`config.mk`:
```
export PLATFORM = sky130hd
export DESIGN_NAME = mem_txn_driver
export DESIGN_NICKNAME = d
export VERILOG_FILES = /design/src/rtl/mem_txn_driver.sv
export SDC_FILE = /design/constraint.sdc
export NUM_CORES = 1
export LEC_CHECK = 0
export CAP_MARGIN = 30
export CORE_MARGIN = 8
export CORE_UTILIZATION = 28
export DETAILED_ROUTE_END_ITERATION = 10
export PLACE_DENSITY_LB_ADDON = 0.08
export SYNTH_ARGS = -nofsm -noshare
export SYNTH_HDL_FRONTEND = slang
export SYNTH_SLANG_ARGS = --single-unit
```
`constraint.sdc`:
```
create_clock -name clk -period 4 [get_ports clk]
set_input_delay 0.6 -clock clk [delete_from_list [all_inputs] [get_ports clk]]
set_output_delay 0.6 -clock clk [all_outputs]
set_load 0.005 [all_outputs]
```
`src/rtl/mem_txn_driver.sv`:
```
// Request FIFO feeding a single-outstanding memory sequencer: writes take one
// strobe cycle, reads strobe, capture the returned data, then hold a response.
module mem_txn_driver #(
    parameter int ADDR_W = 5,
    parameter int DATA_W = 8,
    parameter int DEPTH  = 4
) (
    input  logic              clk,
    input  logic              rst_n,
    input  logic              req_valid,
    output logic              req_ready,
    input  logic              req_write,
    input  logic [ADDR_W-1:0] req_addr,
    input  logic [DATA_W-1:0] req_data,
    output logic              rsp_valid,
    input  logic              rsp_ready,
    output logic [ADDR_W-1:0] rsp_addr,
    output logic [DATA_W-1:0] rsp_data,
    output logic [ADDR_W-1:0] mem_addr,
    output logic [DATA_W-1:0] mem_data_in,
    output logic              mem_write,
    output logic              mem_read,
    input  logic [DATA_W-1:0] mem_data_out,
    output logic              busy,
    output logic [7:0]        wr_cnt,
    output logic [7:0]        rd_cnt
);
    localparam int PW = $clog2(DEPTH);

    typedef struct packed {
        logic              write;
        logic [ADDR_W-1:0] addr;
        logic [DATA_W-1:0] data;
    } req_t;

    typedef enum logic [2:0] {IDLE, WR, RD, CAP, RESP} state_t;

    state_t        state, state_nx;
    req_t          fifo [DEPTH];
    req_t          head;
    logic [PW-1:0] wr_ptr, rd_ptr;
    logic [PW:0]   count;
    logic          push, pop;

    assign req_ready = (count < (PW+1)'(DEPTH));
    assign push      = req_valid && req_ready;
    assign pop       = (state == IDLE) && (count != '0);
    assign head      = fifo[rd_ptr];
    assign busy      = (count != '0) || (state != IDLE);
    assign rsp_valid = (state == RESP);

    // Storage carries no reset; occupancy is governed solely by count.
    always_ff @(posedge clk) begin
        if (push) fifo[wr_ptr] <= '{write: req_write, addr: req_addr, data: req_data};
    end

    always_ff @(posedge clk) begin
        if (!rst_n) begin
            wr_ptr <= '0;
            rd_ptr <= '0;
            count  <= '0;
        end else begin
            if (push) wr_ptr <= wr_ptr + 1'b1;
            if (pop)  rd_ptr <= rd_ptr + 1'b1;
            case ({push, pop})
                2'b10:   count <= count + 1'b1;
                2'b01:   count <= count - 1'b1;
                default: count <= count;
            endcase
        end
    end

    always_ff @(posedge clk) begin
        if (!rst_n) state <= IDLE;
        else        state <= state_nx;
    end

    always_comb begin
        state_nx = state;
        case (state)
            IDLE:    if (pop) state_nx = head.write ? WR : RD;
            WR:      state_nx = IDLE;
            RD:      state_nx = CAP;
            CAP:     state_nx = RESP;
            RESP:    if (rsp_ready) state_nx = IDLE;
            default: state_nx = IDLE;
        endcase
    end

    // Strobes are registered copies of the upcoming state, so they are high
    // exactly during WR / RD; mem_addr holds the entry address through CAP.
    always_ff @(posedge clk) begin
        if (!rst_n) begin
            mem_write   <= 1'b0;
            mem_read    <= 1'b0;
            mem_addr    <= '0;
            mem_data_in <= '0;
            rsp_addr    <= '0;
            rsp_data    <= '0;
            wr_cnt      <= '0;
            rd_cnt      <= '0;
        end else begin
            mem_write <= (state_nx == WR);
            mem_read  <= (state_nx == RD);
            if (pop) begin
                mem_addr <= head.addr;
                if (head.write) mem_data_in <= head.data;
            end
            if (state == CAP) begin
                rsp_data <= mem_data_out;
                rsp_addr <= mem_addr;
            end
            if (state == WR)               wr_cnt <= wr_cnt + 8'd1;
            if (state == RESP && rsp_ready) rd_cnt <= rd_cnt + 8'd1;
        end
    end
endmodule

```
==> metrics.txt <==
status=finished clean; Netlist cell types=32; Post-Syn Nets=between 300 and 400; RSZ-0062 raised after global routing=false; worst-path fanout max=11; Rel. slew slack=0.380; CTS root buf=clkbuf_16; Simple-Gate Fraction of Synth Area=0.125; CTS H-Tree Depth=3; Tmin final=2.79 ns; nets@finish=approximately 450; worst skew pair latency=~0.36 ns; Synth warnings=0; Synth Register Bits=roughly 110; clk_skew=about 0.009 ns; wire length per cell=~16 µm; Data arrival, critical path=2.19 ns; Adder-Cell Fraction of Synth Area=0.0248; routability cong.=between 0.6 and 0.7; largest family of logic cells by synthesized area=simple AND/OR/NAND/NOR gates; leading cell type in the layout, fill and taps excluded=clkdlybuf4s50_1; row count=45; Horiz. Die Dim=between 100 and 150 µm; core area=approximately 0.015 mm²; Max-Cap Viols=0; fraction of layout cells with a size suffix above 1=0.0833; register area share after synthesis=0.646; Iter 0 DRT Violations=141; Hold Path Class=register to register; CTS tree=built; all-layer global routing usage=0.0982; die height=between 100 and 150 µm; synthesized area per cell=around 13 µm²; clock sinks=between 100 and 150; startpoint types=register; number of global-route vias before repair=around 2.8k; Post-CTS Setup Repair Bufs=0; Max Clk Rate=roughly 360 MHz; PD cells=595 mW/mm²; slew at the pin closest to its max-slew limit=roughly 0.9 ns; endpoints failing hold=0; dpl hpwl=around 6500 µm; # setup viols final=0; via/cell ratio=between 4 and 5; setup slack at placement=approximately 1.3 ns; I/O pins=between 70 and 80; Ant. Diodes=0; CTS max path bufs=2; crit path kind=register to primary output; worst reg2reg setup slack=around 1.6 ns; Worst-path clk slew=0.08 ns; Setup TNS=0 ns; synthesized cell area=about 0.0043 mm²; pin count of the biggest net entering global routing=26; leakage=about 1.9 nW; DRT Pass-1 Iters=4; Mapped Cells=between 300 and 400; period utilization=0.698; Port Buffers=between 70 and 80; clock buffer count from CTS=9; Initial Util=0.286; Final ANT Viol Nets=0; die area=0.0197 mm²; fraction of synthesized area in multiplexers=0.103; most frequent cells in the layout=clkdlybuf4s50_1, dfxtp_1, edfxtp_1; Congestion Overflow GR=0; Synth Area in Compound Gates=0.0640; post-CTS resize count=0; Remaining DRCs=0; Worst Setup End Kind=primary output; antenna violations before repair=0; DRT Wirelength=9500 µm; worst path required time=3.40 ns; global-route wire length before repair=between 15000 and 20000 µm; via total after detailed routing=between 2k and 3k; final-layout fill cell count=about 1.5k; # hold bufs at CTS=0; P&R area growth vs syn=28.3%; final setup margin=1.21 ns; Worst VDD drop=between 200 and 250 µV; post-synthesis xor/xnor area fraction=0.0101; Final Max Slew Viols=0
## final timing paths
kind / start / endpoint / cells past startpoint
setup / recovery: count[2] / busy / 3
hold / removal: rsp_addr[2] / rsp_addr[2] / 2
setup reg to reg: count[2] / count[2] / 8
hold reg to reg: rsp_addr[2] / rsp_addr[2] / 2
## worst max-delay path, stage by stage, from the launching register on
cell and delay, ns:
dfxtp_1 0.36, nor3_1 0.77, nand2_1 0.19, clkdlybuf4s50_1 0.50
## cells in the mapped netlist
master     count  area (µm²)
ha_1           7        87.6
or3_1         10        62.6
nand3_1       13        65.1
or4_1          5        37.5
nor4_1         2        12.5
dfxtp_1       56        1120
buf_2          4        20.0
nor2_1        12        45.0
inv_1         11        41.3
o31ai_1        5        37.5
clkbuf_1      15        56.3
and3b_1        1        8.76
edfxtp_1      56        1680
xor2_1         4        35.0
nor3b_1        2        15.0
nand3b_1       1        7.51
or3b_1         1        8.76
xnor2_1        1        8.76
fa_1           1        20.0
nor2b_1        1        6.26
nand2b_1       3        18.8
and2_1         4        25.0
mux2i_1       13         130
or2_2          1        6.26
mux4_2        14         315
a21oi_1       35         175
o21ai_0       13        65.1
nor4b_1        1        8.76
nand4bb_1      1        11.3
clkinv_1       1        3.75
nand2_1       50         188
nor3_1         3        15.0
## layout make-up
type	instances	area, µm²	area share
multi-input cells	204	1420	0.254
flip-flops and latches	112	2800	0.503
inverters	12	45.0	0.00809
repair buffers	76	751	0.135
clock buffers	9	225	0.0404
well taps	188	235	0.0422
clock inverters	7	92.6	0.0166
## cell families (layout without fill, tap and decap cells)
family / Yosys count / after routing
AND/OR/NAND/NOR: 111 / 111
XOR/XNOR: 5 / 5
flip-flops: 112 / 112
multiplexers: 27 / 27
AO/OA/AOI/OAI: 53 / 53
buffers and inverters: 31 / 104
adder cells (fa/ha/maj): 8 / 8
## per-layer routing
metal	up-vias	track usage	share of wire	routed length [µm]
li1	1390	-	-	-
met1	1314	0.119	0.48	4550
met2	59	0.154	0.45	4260
met3	9	0.0353	0.060	567
met4	0	0.0441	0.013	121
met5	-	0	0	0
## through the flow
step	total power, mW	util	cells	instance area, µm²	hold slack, ns
global placement	2.40	0.345	592	5250	0.443
floorplan	2.02	-	347	4340	0.453
CTS	3.38	0.366	608	5570	0.460
global route	3.52	0.366	608	5570	0.476
detailed placement	2.42	0.345	592	5250	0.450
finish	3.31	0.366	608	5570	0.457
## flip-flops by register name, indices dropped and copies added (netlist names), named ones only
signal       count
count            3
fifo            56
mem_addr         5
mem_data_in      8
mem_read         1
mem_write        1
rd_cnt           8
rd_ptr           2
rsp_addr         5
rsp_data         8
state            3
wr_cnt           8
wr_ptr           2
## power breakdown
group | total [mW] | switching [mW] | internal, mW
logic | 0.852 | 0.421 | 0.431
registers | 1.51 | 0.120 | 1.39
clock network | 0.948 | 0.444 | 0.504
(Power assumes the default switching activity.)
